[src/rtl/uart_pkg.sv]
// Shared definitions for the configurable UART transmitter: parity modes,
// FSM state encoding and the baud divisor calculation.
package uart_pkg;

   localparam int PAR_NONE = 0;
   localparam int PAR_ODD  = 1;
   localparam int PAR_EVEN = 2;

   typedef enum logic [2:0] {
      ST_IDLE,
      ST_START,
      ST_DATA,
      ST_PARITY,
      ST_STOP
   } tx_state_t;

   // Terminal count of the bit-period counter; one bit lasts div+1 clocks.
   function automatic int calc_div(input int sys_clk, input int rate);
      return sys_clk / rate - 1;
   endfunction

endpackage

[src/rtl/uart_baud_tick.sv]
// Bit-period counter: counts 0..DIV and flags the final clock of each period.
module uart_baud_tick #(
   parameter logic [15:0] DIV = 16'd1
) (
   input  logic        clk,
   input  logic        rst,
   input  logic        clr,
   output logic        tick,
   output logic [15:0] count
);

   assign tick = (count == DIV);

   always_ff @(posedge clk) begin
      if (rst || clr || tick)
         count <= '0;
      else
         count <= count + 16'd1;
   end

endmodule

[src/rtl/uart_tx_cfg.sv]
// Parametrised UART transmitter with a one-deep holding register so that
// queued frames follow each other with no idle clocks in between.
module uart_tx_cfg
   import uart_pkg::*;
#(
   parameter int sys_clk   = 50000000,
   parameter int rate      = 19200,
   parameter int data_bits = 8,
   parameter int parity    = 0,
   parameter int stop_bits = 1
) (
   input  logic                 clk,
   input  logic                 rst,
   input  logic                 wr,
   input  logic [data_bits-1:0] din,
   output logic                 dout,
   output logic                 ready,
   output logic                 busy,
   output logic                 done
);

   localparam int DIV = calc_div(sys_clk, rate);
   localparam logic [3:0] LAST_DATA = 4'(data_bits - 1);
   localparam logic [3:0] LAST_STOP = 4'(stop_bits - 1);

   if (DIV < 1 || DIV > 65535) begin : g_bad_div
      $error("uart_tx_cfg: divisor out of range");
   end
   if (data_bits < 5 || data_bits > 9) begin : g_bad_width
      $error("uart_tx_cfg: data_bits must be 5..9");
   end
   if (parity < 0 || parity > 2) begin : g_bad_parity
      $error("uart_tx_cfg: parity must be 0, 1 or 2");
   end
   if (stop_bits < 1 || stop_bits > 2) begin : g_bad_stop
      $error("uart_tx_cfg: stop_bits must be 1 or 2");
   end

   tx_state_t            state, state_n;
   logic [data_bits-1:0] shift_q, shift_n;
   logic [data_bits-1:0] hold_q, hold_n;
   logic                 hold_full, hold_full_n;
   logic                 par_q, par_n;
   logic [3:0]           bit_q, bit_n;
   logic                 dout_n;
   logic                 load;
   logic                 tick;
   logic [15:0]          baud_count_unused;

   // The counter sits at zero while idle so every frame starts on a full period.
   uart_baud_tick #(
      .DIV(16'(DIV))
   ) u_baud (
      .clk  (clk),
      .rst  (rst),
      .clr  (state == ST_IDLE),
      .tick (tick),
      .count(baud_count_unused)
   );

   assign ready = ~hold_full;
   assign busy  = (state != ST_IDLE);

   always_ff @(posedge clk) begin
      if (rst) begin
         state     <= ST_IDLE;
         shift_q   <= '0;
         hold_q    <= '0;
         hold_full <= 1'b0;
         par_q     <= 1'b0;
         bit_q     <= '0;
         dout      <= 1'b1;
      end else begin
         state     <= state_n;
         shift_q   <= shift_n;
         hold_q    <= hold_n;
         hold_full <= hold_full_n;
         par_q     <= par_n;
         bit_q     <= bit_n;
         dout      <= dout_n;
      end
   end

   // dout is registered, so each branch sets the level for the next bit period.
   always_comb begin
      state_n     = state;
      shift_n     = shift_q;
      hold_n      = hold_q;
      hold_full_n = hold_full;
      par_n       = par_q;
      bit_n       = bit_q;
      dout_n      = dout;
      load        = 1'b0;
      done        = 1'b0;

      case (state)
         ST_IDLE: begin
            dout_n = 1'b1;
            load   = hold_full;
         end
         ST_START: begin
            if (tick) begin
               state_n = ST_DATA;
               dout_n  = shift_q[0];
               bit_n   = '0;
            end
         end
         ST_DATA: begin
            if (tick) begin
               shift_n = shift_q >> 1;
               if (bit_q == LAST_DATA) begin
                  bit_n = '0;
                  if (parity != PAR_NONE) begin
                     state_n = ST_PARITY;
                     dout_n  = par_q;
                  end else begin
                     state_n = ST_STOP;
                     dout_n  = 1'b1;
                  end
               end else begin
                  bit_n  = bit_q + 4'd1;
                  dout_n = shift_q[1];
               end
            end
         end
         ST_PARITY: begin
            if (tick) begin
               state_n = ST_STOP;
               dout_n  = 1'b1;
               bit_n   = '0;
            end
         end
         ST_STOP: begin
            if (tick) begin
               if (bit_q == LAST_STOP) begin
                  done  = 1'b1;
                  bit_n = '0;
                  if (hold_full) begin
                     load = 1'b1;
                  end else begin
                     state_n = ST_IDLE;
                     dout_n  = 1'b1;
                  end
               end else begin
                  bit_n = bit_q + 4'd1;
               end
            end
         end
         default: state_n = ST_IDLE;
      endcase

      if (load) begin
         shift_n     = hold_q;
         par_n       = (parity == PAR_ODD) ? ~^hold_q : ^hold_q;
         hold_full_n = 1'b0;
         state_n     = ST_START;
         dout_n      = 1'b0;
         bit_n       = '0;
      end

      // A load needs the holding register full, when ready is low, so the two never collide.
      if (wr && !hold_full) begin
         hold_full_n = 1'b1;
         hold_n      = din;
      end
   end

endmodule
[config.mk]
export PLATFORM = sky130hd
export DESIGN_NAME = uart_tx_cfg
export DESIGN_NICKNAME = d
export VERILOG_FILES = /design/src/rtl/uart_pkg.sv /design/src/rtl/uart_baud_tick.sv /design/src/rtl/uart_tx_cfg.sv
export SDC_FILE = /design/constraint.sdc
export NUM_CORES = 1
export LEC_CHECK = 0
export CAP_MARGIN = 10
export CORE_ASPECT_RATIO = 0.6
export CORE_UTILIZATION = 39
export CTS_CLUSTER_SIZE = 8
export DETAILED_ROUTE_END_ITERATION = 6
export GPL_ROUTABILITY_DRIVEN = 0
export GPL_TIMING_DRIVEN = 1
export PLACE_DENSITY = 0.56
export SLEW_MARGIN = 20
export SYNTH_ARGS = -nofsm -noshare
export SYNTH_HDL_FRONTEND = slang
export SYNTH_SLANG_ARGS = --single-unit
[constraint.sdc]
create_clock -name clk -period 2.42 [get_ports clk]
set_input_delay 0.363 -clock clk [delete_from_list [all_inputs] [get_ports clk]]
set_output_delay 0.363 -clock clk [all_outputs]
set_load 0.005 [all_outputs]
# --- Word level (Yosys, flattened, before mapping) ---
# Cells that the tools add are included.
classes:
  n_addsub: 2
  n_eq_ne: 22
  n_mux: 36
  n_reduce_logical: 19
  bitwise_logic: 2
ops:
  columns: ["cell", "count"]
  rows:
  - ["8-bit two-way mux", 3]
  - ["3-bit two-way mux", 7]
  - ["4-bit two-way mux", 5]
  - ["1-bit two-way mux", 17]
  - ["16-bit by 1-bit adder with 16-bit output (second input constant)", 1]
  - ["16-bit by 12-bit == test with 1-bit output (second input constant)", 1]
  - ["8-bit AND reduction", 2]
  - ["3-bit one-hot mux with 5 select lines", 1]
  - ["3-bit by 2-bit != test with 1-bit output (second input constant)", 4]
  - ["4-bit one-hot mux with 3 select lines", 1]
  - ["2-bit by 1-bit != test with 1-bit output (second input constant)", 5]
  - ["3-bit != test (second input constant)", 3]
  - ["2-bit != test (second input constant)", 4]
  - ["7-bit AND reduction", 1]
  - ["3-bit by 2-bit == test with 1-bit output (second input constant)", 2]
  - ["2-bit nonzero test", 3]
  - ["3-bit nonzero test", 2]
  - ["6-bit nonzero test", 1]
  - ["1-bit one-hot mux with 5 select lines", 1]
  - ["4-bit by 1-bit adder with 4-bit output (second input constant)", 1]
  - ["4-bit by 3-bit == test with 1-bit output (second input constant)", 1]
  - ["4-bit zero test", 1]
  - ["4-bit AND reduction", 1]
  - ["2-bit OR reduction", 2]
  - ["9 further kinds", 11]
word_totals:
  reg_bits: 41
  in_bits: 11
  wordCells: 89

# --- Depth between registers and ports, before layout ---
logic_depth:
  depth_word: 6
  ltp_mapped: 8
  mapped_depth_nobuf: 7

# --- By module ---
# Synthesis repeated with hierarchy kept, for this count alone.
unflattened:
  cells_unflattened: 221
  area_unflattened_um2: 1996.9
by_module_without_submodules:
  columns: ["mod", "n_inst", "seq_area_each_um2", "cells_each", "area_each_um2"]
  rows:
  - ["uart_tx_cfg", 1, 500.5, 140, 1237.4]
  - ["uart_baud_tick", 1, 320.3, 81, 759.5]

# --- Worst setup path before layout ---
# Ideal clock, no wire load.
synth_timing:
  kind: "flip-flop to flip-flop"
  startpoint: "reg u_baud.count[2]"
  endpoint: "reg dout"
  path_slack_ns: 0.163
  period_less_slack_ns: 2.257
  t_arrival_ns: 2.122
  stages_incl_launch_ff: 6
  cell_sequence: "dfxtp_1 or4b_4 nor4_4 nand3_2 o221a_1 or4_4"
synth_via:
  elab_chain_len: 5
  word_cells_on_any_way: 12
  cone_classes: "eq/ne (7); mux (3); reduce/logical (2)"
synth_rtl:
  columns: ["item", "line", "text"]
  rows:
  - ["from (decl)", "uart_baud_tick.sv:9", "output logic [15:0] count"]
  - ["from (signal assigned)", "uart_baud_tick.sv:18", "count <= count + 16'd1;"]
  - ["16-bit by 12-bit == test with 1-bit output *", "uart_baud_tick.sv:12", "assign tick = (count == DIV);"]
  - ["1-bit two-way mux", "uart_tx_cfg.sv:134", "if (tick) begin"]
  - ["1-bit one-hot mux with 2 select lines", "uart_tx_cfg.sv:96", "case (state)"]
  - ["3-bit by 2-bit != test with 1-bit output (no line), or another cell as far along", null, null]
  - ["7-bit AND reduction (no line)", null, null]
  - ["to (signal assigned)", "uart_tx_cfg.sv:80", "dout <= dout_n;"]
  - ["to (decl)", "uart_tx_cfg.sv:16", "output logic dout,"]
# Mark *: on every way between the ends. The rest lies on a longest branch, timed or not.
# A chain may end at the register's enable or synchronous reset.

# --- Final worst setup path ---
layout_timing:
  startpoint: "reg u_baud.count[4]"
  endpoint: "reg dout"
# Same word-level chain as after synthesis.

==> results.cfg <==
[cts]
clk_latency_ps = 310
cts_root_buf = clkbuf_8
post_cts_buffers = 0
clkSlewWorstSetupHoldPaths_ps = 90
cts_max_path_buffers = 2
htreeDepth = 2
cts_tree = yes
cts_sinks = 41
cts_made_buffers = 5

[pwr]
vdd_drop_max_mv = 0.3454
power.density_nw_per_um2 = 632.1
p_leak_nw = 0.8910

[timing]
hold_viol = 0
slew_headroom_pct = 61.74
rsz0062_at_grt = false
fin_setup_tns_ps = 0
worstMarginPinSlew_ps = 569.0
finalCritPeriodShare_pct = 95.98
fin_crit_ps = 2323
finalClockSkew_ps = 8.039
fmax_ghz = 0.4305
setup_violations = 0
holdWs_ps = 437.6
timing.final.max_slew_violations = 0

[flow_run]
maxCapViolCount = 0

[layout]
nets = 270
drive_gt1_share_pct = 14.79
nFillCells = 471
diodes = 0
syn_to_final_growth_pct = 22.69
multiInputGateArea_um2 = 1110
regArea_um2 = 822.0

[hold_path]
whs_path_depth = 1
hold_end = state[1]
hp-class = register to register
min_from = state[2]

[setup_path]
reg2reg_from = u_baud.count[4]
worstPathRequired_ps = 2600
r2r_end = dout
r2r_cells = 6
crit_fanout = 2
crit_path_end_kind = register
arrival_ps = 2510
cp-start-kind = register
r2r_slack_ps = 100
critPathKind = register to register

[yosys]
synthFlopType = dfxtp_1
ys_ff_latch = 41
syn_area_um2 = 1974
yosys_warnings = 0
synth_cells = 231
ys_types = 46
async_flop_share_pct = 0
synthAdderAreaFrac_pct = 1.901
yosysSeqAreaShare_pct = 41.57
synth_compound_area_share_pct = 10.39
yosys.area_share.simple_pct = 32.32
avgSynthCellArea_um2 = 8.547
synth_top_family_by_area = simple AND/OR/NAND/NOR gates
synth-edff-count = 0
synthXorXnorAreaFrac_pct = 6.210
syn_nets = 245
muxShareOfSynthArea_pct = 4.563

[die]
ios = 15
dieArea_um2 = 5361
core_um2 = 4707
die-height_um = 57.12
start_util_pct = 41.95
rows = 19
fp.dieW_um = 93.86

[routing]
drtIter0Drc = 50
detail-route-antenna-nets = 0
wl_per_cell_um = 13.42
drt-total-wl_um = 4295
firstDrtPassIters = 4
drt-vias-per-instance = 5.163
num_vias = 1652
drc = 0

[placed_design]
port_buffers = 14
hpwl_um = 3122

[grt]
grt_usage_pct = 18.32
grt_max_degree = 20
grt_pass1_vias = 1485
antenna_found_initial = 0
grt_pass1_wl_um = 7369
gr-total-overflow = 0

[outcome]
status = finished clean
==> worst max path at each step <==
stage / slack, ps / depth (start not counted) / from / end
2_1_floorplan: 160 / 5 / u_baud.count[2] / dout
3_3_place_gp: 80 / 5 / u_baud.count[4] / done
3_5_place_dp: 60 / 6 / u_baud.count[2] / dout
4_1_cts: 80 / 5 / u_baud.count[4] / done
5_1_grt: 20 / 5 / u_baud.count[4] / done
6_report: 100 / 6 / u_baud.count[4] / dout
==> critical path, stage by stage, from the launching register on <==
cell and delay [ps]:
dfxtp_1 330, or4_4 550, nor4_4 310, nand3_2 120, buf_4 160, o221a_1 250
or4_4 490
==> per-stage QoR <==
step	cells	setup WS (ps)	total power, mW	util, %	instance area (µm²)
final	320	97.38	1.531	51.46	2422
after global routing	320	15.61	1.599	51.46	2422
after CTS	320	82.03	1.548	51.25	2412
after detailed placement	312	60.33	0.8671	48.19	2268
after global placement	312	78.43	0.8670	48.19	2268
after floorplan	231	162.9	0.8114	-	1974
==> layout make-up <==
cell class | count | area share, %
repair buffers | 30 | 10.69
clock inverters | 3 | 2.841
flip-flops and latches | 41 | 33.94
clock buffers | 5 | 2.841
multi-input cells | 174 | 45.82
inverters | 4 | 0.6198
well taps | 63 | 3.254
==> cells in the final DEF, fill, tap and decap left out, drive strengths merged, types with 6 or more instances in the layout <==
cell type,count
dfxtp,41
a21oi,6
buf,16
nand2,17
mux2i,9
o21ai,6
nor2,38
nand3,16
xor2,11
clkdlybuf4s50,13
==> metal layers <==
layer	vias up	global-route usage [%]	wire, µm
met5	-	0	0
met4	0	5.275	38
met3	5	7.067	161
met2	16	22.52	1554
met1	755	28.51	2541
li1	876	-	-
==> what timing repair did <==
| action | CTS | global route |
|---|---|---|
| endpoints found under the setup margin | 1 | 2 |
| pin swaps | 3 | 0 |
| gates resized for setup | 4 | 1 |
| hold buffers | 0 | 0 |
==> flip-flops by register name, indices dropped and copies added, names as in the netlist <==
name and flops:
u_baud.count 16, hold_q 8, shift_q 8, bit_q 4
state 3, dout 1, hold_full 1
==> power breakdown <==
group | internal, mW | total (mW) | switching, mW
Combinational | 0.0699 | 0.139 | 0.0689
Clock | 0.415 | 0.679 | 0.264
Sequential | 0.698 | 0.713 | 0.0153
==> kinds of logic after synthesis <==
kind of cell,Yosys count
XOR/XNOR,14
AND/OR/NAND/NOR,116
flip-flops,41
AO/OA/AOI/OAI,32
buffers and inverters,16
adder cells (fa/ha/maj),3
multiplexers,9
==> synthesized netlist by cell type, types with 2 or more instances <==
| master | number | area (µm²) |
|---|---|---|
| nor2b_1 | 4 | 25.02 |
| a31oi_1 | 4 | 25.02 |
| mux2i_1 | 9 | 90.09 |
| or3b_2 | 4 | 35.03 |
| nand2b_1 | 2 | 12.51 |
| or3_1 | 3 | 18.77 |
| o22ai_1 | 5 | 31.28 |
| xor2_1 | 11 | 96.34 |
| nor2_1 | 38 | 142.6 |
| nand3_1 | 15 | 75.07 |
| xnor2_1 | 3 | 26.28 |
| nand3b_1 | 2 | 15.01 |
| nor4b_1 | 2 | 17.52 |
| o21ai_0 | 6 | 30.03 |
| a21oi_1 | 6 | 30.03 |
| a211oi_1 | 4 | 30.03 |
| ha_1 | 3 | 37.54 |
| nor4_1 | 3 | 18.77 |
| nand4_1 | 5 | 31.28 |
| inv_1 | 4 | 15.01 |
| dfxtp_1 | 41 | 820.8 |
| and4_1 | 3 | 26.28 |
| clkbuf_1 | 11 | 41.29 |
| nand2_1 | 17 | 63.81 |
| and3_1 | 4 | 25.02 |
| o31a_1 | 2 | 17.52 |
Power figures use the tool's default switching activity.
